--- config.mk ---
export PLATFORM = sky130hd
export DESIGN_NAME = snake_step_timer
export DESIGN_NICKNAME = d
export VERILOG_FILES = /design/src/rtl/snake_timing_pkg.sv /design/src/rtl/snake_period_lut.sv /design/src/rtl/snake_step_timer.sv
export SDC_FILE = /design/constraint.sdc
export NUM_CORES = 1
export LEC_CHECK = 0
export CAP_MARGIN = 25
export CORE_MARGIN = 2
export CORE_UTILIZATION = 65
export DETAILED_ROUTE_END_ITERATION = 16
export PLACE_DENSITY_LB_ADDON = 0.08
export REMOVE_ABC_BUFFERS = 1
export SLEW_MARGIN = 20
export SYNTH_ARGS = -nofsm -noshare
export SYNTH_HDL_FRONTEND = slang
export SYNTH_SLANG_ARGS = --single-unit
export TNS_END_PERCENT = 1
--- constraint.sdc ---
create_clock -name clock -period 4.8 [get_ports clock]
set_input_delay 0.48 -clock clock [delete_from_list [all_inputs] [get_ports clock]]
set_output_delay 0.48 -clock clock [all_outputs]
set_load 0.03 [all_outputs]
--- src/rtl/snake_timing_pkg.sv ---
// rtl/snake_timing_pkg.sv - shared timing types and defaults for the snake step timer
package snake_timing_pkg;

  typedef enum logic [1:0] {IDLE, RUN, PAUSED} step_state_t;

  localparam int DEFAULT_BASE_DIV = 12_500_000;
  localparam int DEFAULT_DIV_STEP = 1_250_000;
  localparam int SPEED_W          = 3;

endpackage

--- src/rtl/snake_period_lut.sv ---
// rtl/snake_period_lut.sv - speed level to step period mapping
module snake_period_lut
  import snake_timing_pkg::*;
#(
  parameter int BASE_DIV = DEFAULT_BASE_DIV,
  parameter int DIV_STEP = DEFAULT_DIV_STEP,
  parameter int CNT_W    = 24
) (
  input  logic [SPEED_W-1:0] speed_i,
  output logic [CNT_W-1:0]   period_o
);

  localparam logic [CNT_W-1:0] BASE = CNT_W'(BASE_DIV);
  localparam logic [CNT_W-1:0] STEP = CNT_W'(DIV_STEP);

  assign period_o = BASE - CNT_W'(speed_i) * STEP;

endmodule

--- src/rtl/snake_step_timer.sv ---
// rtl/snake_step_timer.sv - programmable step-rate tick generator with run/pause/single-step
module snake_step_timer
  import snake_timing_pkg::*;
#(
  parameter int BASE_DIV = DEFAULT_BASE_DIV,
  parameter int DIV_STEP = DEFAULT_DIV_STEP,
  parameter int CNT_W    = 24
) (
  input  logic               clock,
  input  logic               reset,
  input  logic               start,
  input  logic               stop,
  input  logic               pause_toggle,
  input  logic               step_req,
  input  logic [SPEED_W-1:0] speed,
  output logic               tick,
  output logic               running,
  output logic               paused
);

  localparam logic [CNT_W-1:0] PER_RST = CNT_W'(BASE_DIV);
  localparam logic [CNT_W-1:0] ONE     = CNT_W'(1);

  step_state_t      state_q;
  logic [CNT_W-1:0] cnt_q;
  logic [CNT_W-1:0] per_q;
  logic [CNT_W-1:0] lut_period;
  logic             tick_q;
  logic             running_q;
  logic             paused_q;

  snake_period_lut #(
    .BASE_DIV (BASE_DIV),
    .DIV_STEP (DIV_STEP),
    .CNT_W    (CNT_W)
  ) u_lut (
    .speed_i  (speed),
    .period_o (lut_period)
  );

  always_ff @(posedge clock or posedge reset) begin
    if (reset) begin
      state_q   <= IDLE;
      cnt_q     <= '0;
      per_q     <= PER_RST;
      tick_q    <= 1'b0;
      running_q <= 1'b0;
      paused_q  <= 1'b0;
    end else begin
      tick_q <= 1'b0;
      if (stop) begin
        state_q   <= IDLE;
        cnt_q     <= '0;
        running_q <= 1'b0;
        paused_q  <= 1'b0;
      end else if (start) begin
        state_q   <= RUN;
        cnt_q     <= '0;
        per_q     <= lut_period;
        running_q <= 1'b1;
        paused_q  <= 1'b0;
      end else begin
        case (state_q)
          IDLE: cnt_q <= '0;
          // The pause edge itself does not advance cnt, so no wrap can fire on it.
          RUN: begin
            if (pause_toggle) begin
              state_q   <= PAUSED;
              running_q <= 1'b0;
              paused_q  <= 1'b1;
            end else if (cnt_q == per_q - ONE) begin
              cnt_q  <= '0;
              tick_q <= 1'b1;
              per_q  <= lut_period;
            end else begin
              cnt_q <= cnt_q + ONE;
            end
          end
          PAUSED: begin
            if (pause_toggle) begin
              state_q   <= RUN;
              running_q <= 1'b1;
              paused_q  <= 1'b0;
            end else if (step_req) begin
              tick_q <= 1'b1;
            end
          end
          default: begin
            state_q   <= IDLE;
            cnt_q     <= '0;
            running_q <= 1'b0;
            paused_q  <= 1'b0;
          end
        endcase
      end
    end
  end

  assign tick    = tick_q;
  assign running = running_q;
  assign paused  = paused_q;

endmodule

; After elaboration in Yosys (flattened, before gate mapping)
; Index checks and enable logic that the tools add are counted.
; Widths: inputs -> output; s select.
[word_totals]
register_bits = 53
input_bits = 9
out_inout_bits = 3
[classes]
addsub = 3
n_mul = 1
eq_ne = 9
mux = 29
n_bitwise = 1
n_reduce_logical = 6
[op_table]
columns = operator, n
row1 = $mux 24, 8
row2 = $pmux 24 s2, 1
row3 = $add 24x1->24 const B, 1
row4 = $eq 24x24->1, 1
row5 = $sub 24x1->24 const B, 1
row6 = $sub 24x24->24 const A, 1
row7 = $mul 3x17->20 const B, 1
row8 = $mux 1, 12
row9 = $ne 4x4->1 const B, 3
row10 = $mux 2, 4
row11 = $ne 3x3->1 const B, 2
row12 = $pmux 1 s3, 2
row13 = $pmux 2 s3, 1
row14 = $reduce_and 4->1, 1
row15 = $reduce_bool 2->1, 2
row16 = $reduce_and 3->1, 1
row17 = $eq 2x1->1 const B, 1
row18 = $eq 2x2->1 const B, 1
row19 = $logic_not 2->1, 1
row20 = $ne 2x2->1 const B, 1
row21 = $pmux 1 s2, 1
row22 = $reduce_and 2->1, 1
row23 = $not 1->1, 1

; Depth between registers and ports, before layout
; Gate-level depths: netlist of run 1.
[logic_depth]
word_depth = 7
ltp_mapped = 14
mapped_depth_nobuf = 14

; Modules after synthesis
; Synthesis of run 1 repeated with hierarchy kept, for this count alone.
[hier_totals]
hier_cells = 492
hier_area_um2 = 4435.5
[by_module_without_submodules]
columns = mod, instances, cells_per_inst, area_each_um2
row1 = snake_step_timer, 1, 369, 3435.8
row2 = snake_period_lut, 1, 123, 999.7

; Worst setup path after synthesis of run 1
; Ideal clock, no wire load.
[synth_path]
kind = in2reg
from = in speed[0]
to = reg per_q[22]
setup_time_ps = 125
arrival_ps = 3203
setup_slack_ps = 1472
cell_stages = 14
path_cell_list = inv_1 > ha_1 > inv_1 > ha_1 > inv_1 > fa_1 > and3b_1 > o21ai_0 > xnor2_1 > nor4b_1 > o21ai_0 > nor2_1 > xnor2_1 > mux2_4
[synth_via]
elab_chain_cells = 6
[synth_lines]
columns = element, line
row1 = "start, declared", snake_step_timer.sv:15  ; input logic [SPEED_W-1:0] speed,
row2 = $mul 3x17->20 *, snake_period_lut.sv:16  ; assign period_o = BASE - CNT_W'(speed_i) * STEP;
row3 = $sub 24x24->24 *, snake_period_lut.sv:16
row4 = $mux 24, snake_step_timer.sv:71  ; end else if (cnt_q == per_q - ONE) begin
row5 = $mux 24, snake_step_timer.sv:67  ; if (pause_toggle) begin
row6 = $mux 24, snake_step_timer.sv:63  ; case (state_q)
row7 = $mux 24 *, snake_step_timer.sv:56  ; end else if (start) begin
row8 = "end signal, assigned", snake_step_timer.sv:59  ; per_q <= lut_period;
row9 = "end signal, assigned", snake_step_timer.sv:74  ; per_q <= lut_period;
row10 = "end, declared", snake_step_timer.sv:26  ; logic [CNT_W-1:0] per_q;
; Mark *: on every way between the ends. The rest lies on a longest branch, timed or not. The select of a mux whose other input is x is not followed.
; A chain may end at the register's enable or synchronous reset.

; Worst setup path in the final report of run 1
; Same ends and word-level chain as after synthesis.

==> impl_metrics.tcl, run 1 <==
set metrics [dict create \
    multiInputGateArea_um2 2415 \
    nets 484 \
    finalSetupTns_ns 0 \
    cts_tree "yes" \
    row_count 28 \
    place.gp.congestion 0.9272 \
    grt-ovfl-total 0 \
    finish.utilization 0.6988 \
    grt_max_degree 49 \
    pwr-share-comb 0.301 \
    clock_latency_ns 0.30 \
    clock-sinks 48 \
    vdd_drop_max_mv 0.2015 \
    ys_ff_latch 48 \
    p_total_uw 1087 \
    die_h_um 81.06 \
    final_cell_mix "nand2_1 (43), dfrtp_1 (36), xnor2_1 (31), inv_1 (30), nand3_1 (30)" \
    clk_pin_slew_ns 0.08 \
    syn2layout_area_growth_pct 5.284 \
    drt_iter0_drc 172 \
    period_needed_ns 3.976 \
    ctsResizeCount 0 \
    die_x_um 81.06 \
    ys_types 66 \
    ioPinCount 12 \
    cts_inserted_buffers 5 \
    status "finished, final reports clean" \
    grt_pass1_vias 3086 \
    grt_pass1_wl_um 14060 \
    swShare 0.3521 \
    crit_top_cell "inv_1" \
    finClkSkew_ns 0.009571 \
    syn_avg_cell_area_um2 8.559 \
    layout_commonest_cell "nand2_1" \
    die-area_um2 6571 \
    p_int_uw 704.3 \
    yosys_most_used_dff "dfrtp_1" \
    wl_per_cell_um 16.10 \
    drive_above_1_share 0.08791 \
    netlist_area_um2 3860 \
    ctsLongestPathBuffers 2 \
    ant_nets 0 \
    area.sequential_um2 1216 \
    maxSlewViolCount 0 \
    crit_type "in2reg" \
    grt_setup_unrepaired "no" \
    fillers 512 \
    vias_per_cell 6.119 \
    tightest_slew_ns 0.8453 \
    p_seq_frac 0.481 \
    num_vias 3243 \
    crit_required_ns 4.99 \
    cap_viol_max_count 0 \
    first_pass_iters 5 \
    post_cts_buffers 0 \
    synth_edf_count 0 \
    seq_area_frac_synth 0.3151 \
    htree_levels 2 \
    syn_inst 451 \
    hp-class "reg2reg" \
    setup_viol 0 \
    start_util 0.6637 \
    cts-root-buf "clkbuf_8" \
    hold_viol_final 0 \
    critPathMaxFanout 9 \
    drc 0 \
    critPathArrivalTime_ns 4.16 \
    diodes 0 \
    io_buffers 11 \
    clkPwrFrac 0.218 \
    cp_slowest_cell "clkdlybuf4s50_1" \
    dp_hpwl_um 6456 \
    p_sw_uw 382.7 \
    yosys_warnings 0 \
    postCtsHoldBufs 0 \
    power_density_nw_per_um2 267.5 \
    relSlewSlack 0.4358 \
    fmax_ghz 0.2515 \
    grtUsageTotal 0.2734 \
    path_cells "clkdlybuf4s50_1, inv_1, ha_1, inv_1, ha_1, inv_1, fa_1, and3b_1, o21ai_0, xnor2_1, nor4b_1, buf_4, o21ai_0, nor2_1, xnor2_1, mux2_4" \
    antenna_found_initial 0 \
    p_leak_uw 0.001688 \
    crit_path_max_incr_delay_ns 0.67 \
    critPathLaunchType "input pin" \
    core-area_um2 5816 \
    synth-async-reset-ratio 1.000 \
    end_kind "flip-flop" \
    finalWirelength_um 8531 \
    finalCritPeriodShare 0.8284 \
]
==> worst max-delay path, delay by kind of cell <==
family | cells | cell delay [ns]
buffers and inverters | 5 | 1.12
adders and majority gates | 3 | 0.89
and+or+nand+nor | 3 | 0.48
AOI/OAI and AO/OA | 2 | 0.46
xor gates and xnor gates | 2 | 0.45
muxes | 1 | 0.27
==> per-layer routing <==
layer,GRT usage,wire (um),part of all wire,vias up
met5,0,0,0,-
met4,0.09831,178,0.021,0
met3,0.03444,318,0.037,17
met2,0.4909,4244,0.50,77
met1,0.3352,3790,0.44,1533
li1,-,-,-,1616
==> registers in the layout, indices dropped and copies added (netlist names) <==
register / flops
cnt_q: 24
state_q: 1
per_q: 20
paused: 1
running: 1
tick: 1
==> metrics by stage <==
step                      instance area [um^2]  std cells  hold slack (ns)  worst slack, ns
final                                     4064        530           0.4792           0.8237
after global routing                      4064        530           0.5077           0.5232
after CTS                                 4063        530           0.4810           0.8359
after detailed placement                  3981        522           0.4696           0.5265
after global placement                    3981        522           0.4701           0.6252
after floorplan                           3740        432           0.4548           0.9769
==> power by group through the flow <==
stage	clock (uW)	combinational [uW]	sequential, uW
after floorplan	0	251	513
after global placement	0	316	526
after detailed placement	0	325	529
after CTS	239	326	521
after global routing	255	366	529
final	237	327	523
==> Yosys cell counts (5+ instances only) <==
| master | number | share of area |
|---|---|---|
| clkbuf_1 | 9 | 0.0088 |
| o21ai_1 | 16 | 0.021 |
| a21oi_1 | 21 | 0.027 |
| nor2_1 | 25 | 0.024 |
| mux2i_1 | 7 | 0.018 |
| nand2_1 | 43 | 0.042 |
| ha_1 | 20 | 0.065 |
| nand4_1 | 6 | 0.0097 |
| nand3_1 | 30 | 0.039 |
| inv_1 | 31 | 0.030 |
| xor2_1 | 16 | 0.036 |
| a22o_1 | 5 | 0.011 |
| and3_1 | 9 | 0.015 |
| or3_1 | 7 | 0.011 |
| xnor2_1 | 31 | 0.070 |
| buf_6 | 6 | 0.018 |
| nor3_1 | 13 | 0.017 |
| o21ai_0 | 15 | 0.019 |
| dfstp_2 | 12 | 0.082 |
| dfrtp_1 | 36 | 0.23 |
| a21o_1 | 8 | 0.016 |
==> layout make-up <==
cell class,instances,share of cell area
Clock buffer,7,0.01878
Tap cell,75,0.02309
Inverter,31,0.02894
Timing Repair Buffer,15,0.03448
Clock inverter,1,0.001232
Sequential cell,48,0.2993
Multi-Input combinational cell,353,0.5942
==> cell families after synthesis <==
family | share of synthesized area
buffers and inverters | 0.06126
AOI/OAI and AO/OA | 0.1715
adders and majority gates | 0.07002
DFF | 0.3151
muxes | 0.03177
and+or+nand+nor | 0.2438
xor gates and xnor gates | 0.1066
==> worst paths after layout <==
path	end	startpoint	cells after the start	slack (ns)
hold / removal	per_q[21]	per_q[21]	2	0.48
setup / recovery	per_q[22]	speed[0]	16	0.82
max in group asynchronous	per_q[4]	reset	2	3.66
min in group asynchronous	cnt_q[15]	reset	2	0.64
hold reg to reg	per_q[21]	per_q[21]	2	0.48
setup reg to reg	cnt_q[22]	per_q[7]	9	1.43
Note: power is estimated with default switching activity, not from simulation.
==> run 2, diff against run 1 <==
--- a/config.mk
+++ b/config.mk
@@ -7,7 +7,7 @@
 export LEC_CHECK = 0
 export CAP_MARGIN = 25
 export CORE_MARGIN = 2
-export CORE_UTILIZATION = 65
+export CORE_UTILIZATION = 56
 export DETAILED_ROUTE_END_ITERATION = 16
 export PLACE_DENSITY_LB_ADDON = 0.08
 export REMOVE_ABC_BUFFERS = 1
==> constraint.sdc (replaced) <==
create_clock -name clock -period 3.2 [get_ports clock]
set_input_delay 0.32 -clock clock [delete_from_list [all_inputs] [get_ports clock]]
set_output_delay 0.32 -clock clock [all_outputs]
set_load 0.03 [all_outputs]
==> impl_metrics.tcl, run 2 (synthesis gave the netlist of run 1 again) <==
set metrics [dict create \
    htree_levels 2 \
    io_buffers 11 \
    status "finished, final reports clean" \
    grt_pass1_wl_um 15020 \
    grt_pass1_vias 3249 \
    p_sw_uw 590.6 \
    crit_type "in2reg" \
    drc 0 \
    cap_viol_max_count 0 \
    finalCritPeriodShare 0.9695 \
    fmax_ghz 0.3223 \
    syn2layout_area_growth_pct 15.20 \
    die_h_um 87.02 \
    setup_viol 0 \
    clock-sinks 48 \
    layout_commonest_cell "nand2_1" \
    tightest_slew_ns 0.5659 \
    pwr-share-comb 0.341 \
    row_count 30 \
    dp_hpwl_um 6750 \
    start_util 0.5745 \
    num_vias 3365 \
    clock_latency_ns 0.30 \
    ant_nets 0 \
    p_seq_frac 0.440 \
    end_kind "flip-flop" \
    diodes 0 \
    drive_above_1_share 0.1768 \
    largest_registers "cnt_q: 24 flops, per_q: 20 flops" \
    nets 521 \
    swShare 0.3402 \
    grt-ovfl-total 0 \
    wl_per_cell_um 15.29 \
    cts_inserted_buffers 5 \
    hold_viol_final 0 \
    crit_required_ns 3.42 \
    critPathMaxFanout 8 \
    finalWirelength_um 8745 \
    die_x_um 87.02 \
    die-area_um2 7572 \
    largest_register_ffs 24 \
    ctsLongestPathBuffers 2 \
    period_needed_ns 3.102 \
    power_density_nw_per_um2 390.4 \
    core-area_um2 6719 \
    clk_pin_slew_ns 0.10 \
    grt_setup_unrepaired "yes" \
    p_int_uw 1145 \
    grtUsageTotal 0.2447 \
    regMostFlops "cnt_q" \
    clkPwrFrac 0.218 \
    drt_iter0_drc 169 \
    post_cts_buffers 0 \
    hp-class "in2async" \
    relSlewSlack 0.6214 \
    p_leak_uw 0.001901 \
    p_total_uw 1736 \
    critPathLaunchType "input pin" \
    final_cell_mix "nand2_1 (43), buf_4 (38), dfrtp_1 (36)" \
    ioPinCount 12 \
    finish.utilization 0.6618 \
    cts-root-buf "clkbuf_8" \
    vias_per_cell 5.883 \
    cts_tree "yes" \
    grt_max_degree 49 \
    first_pass_iters 4 \
    maxSlewViolCount 0 \
    finClkSkew_ns 0.01832 \
    critPathArrivalTime_ns 3.32 \
    place.gp.congestion 0.8745 \
    antenna_found_initial 0 \
    vdd_drop_max_mv 0.2389 \
]
-- run 2: cell count changes in the layout (fill, tap and decap cells not counted), sizes merged --
cell / previous run / this run
inv: 30 / 31
clkinvlp: 0 / 1
buf: 4 / 41
dlymetal6s2s: 0 / 1
clkdlybuf4s50: 11 / 10
clkinv: 2 / 0
-- run 2: power by group through the flow --
stage               Clock, uW  Sequential (uW)  Combinational (uW)
global route              412              775                 664
floorplan                   0              770                 376
finish                    379              765                 592
CTS                       384              761                 584
detailed placement          0              773                 575
global placement            0              771                 563
-- run 2: final cells by class --
type / instances / area, um^2
inverter: 31 / 116.4
timing repair buffer: 52 / 457.9
clock buffer: 7 / 86.33
fill: 564 / 2272
tap: 80 / 100.1
sequential: 48 / 1216
clock inverter: 1 / 7.507
multi-input combinational: 353 / 2462
-- run 2: worst max-delay path, stage by stage --
cell	delay, ns
clkdlybuf4s50_1	0.42
buf_4	0.18
ha_1	0.26
buf_4	0.16
ha_1	0.31
a211o_1	0.31
o21ai_0	0.10
xnor2_1	0.20
buf_4	0.19
a41o_1	0.23
a21oi_2	0.07
nand2b_1	0.15
xor2_1	0.14
mux2_4	0.26
-- run 2: routing by layer --
| metal | global-route usage | vias to the layer above | share of wire |
|---|---|---|---|
| met5 | 0 | - | 0 |
| met4 | 0.06960 | 0 | 0.023 |
| met3 | 0.03223 | 18 | 0.027 |
| met2 | 0.4337 | 58 | 0.51 |
| met1 | 0.3102 | 1589 | 0.44 |
| li1 | - | 1700 | - |
-- run 2: final timing paths --
kind	startpoint	to	slack, ns	depth (start not counted)
worst max-delay path	speed[0]	per_q[19]	0.1	14
worst min-delay path	reset	cnt_q[14]	0.27	2
worst max register to register	per_q[16]	cnt_q[9]	0.21	9
worst min register to register	per_q[21]	per_q[21]	0.49	2
max in group asynchronous	reset	per_q[15]	2.37	3
min in group clock	per_q[21]	per_q[21]	0.49	2
-- run 2: through the flow --
| stage | hold WS [ns] | TNS (ns) | setup slack [ns] | cell area (um^2) | std cells |
|---|---|---|---|---|---|
| after floorplan | 0.3909 | -9.927 | -0.6231 | 3740 | 432 |
| after global placement | 0.4729 | -1.052 | -0.2297 | 4283 | 563 |
| after detailed placement | 0.4808 | -1.846 | -0.3439 | 4283 | 563 |
| after CTS | 0.4915 | 0 | 0.002983 | 4388 | 571 |
| after global routing | 0.2943 | -0.01148 | -0.009208 | 4447 | 572 |
| final | 0.2684 | 0 | 0.09772 | 4447 | 572 |
-- run 2: what timing repair did --
action	4_1_cts	5_1_grt
hold buffers	0	0
pin swaps	0	2
hold endpoints to repair	0	0
setup endpoints to repair	11	33
resized for setup	2	10
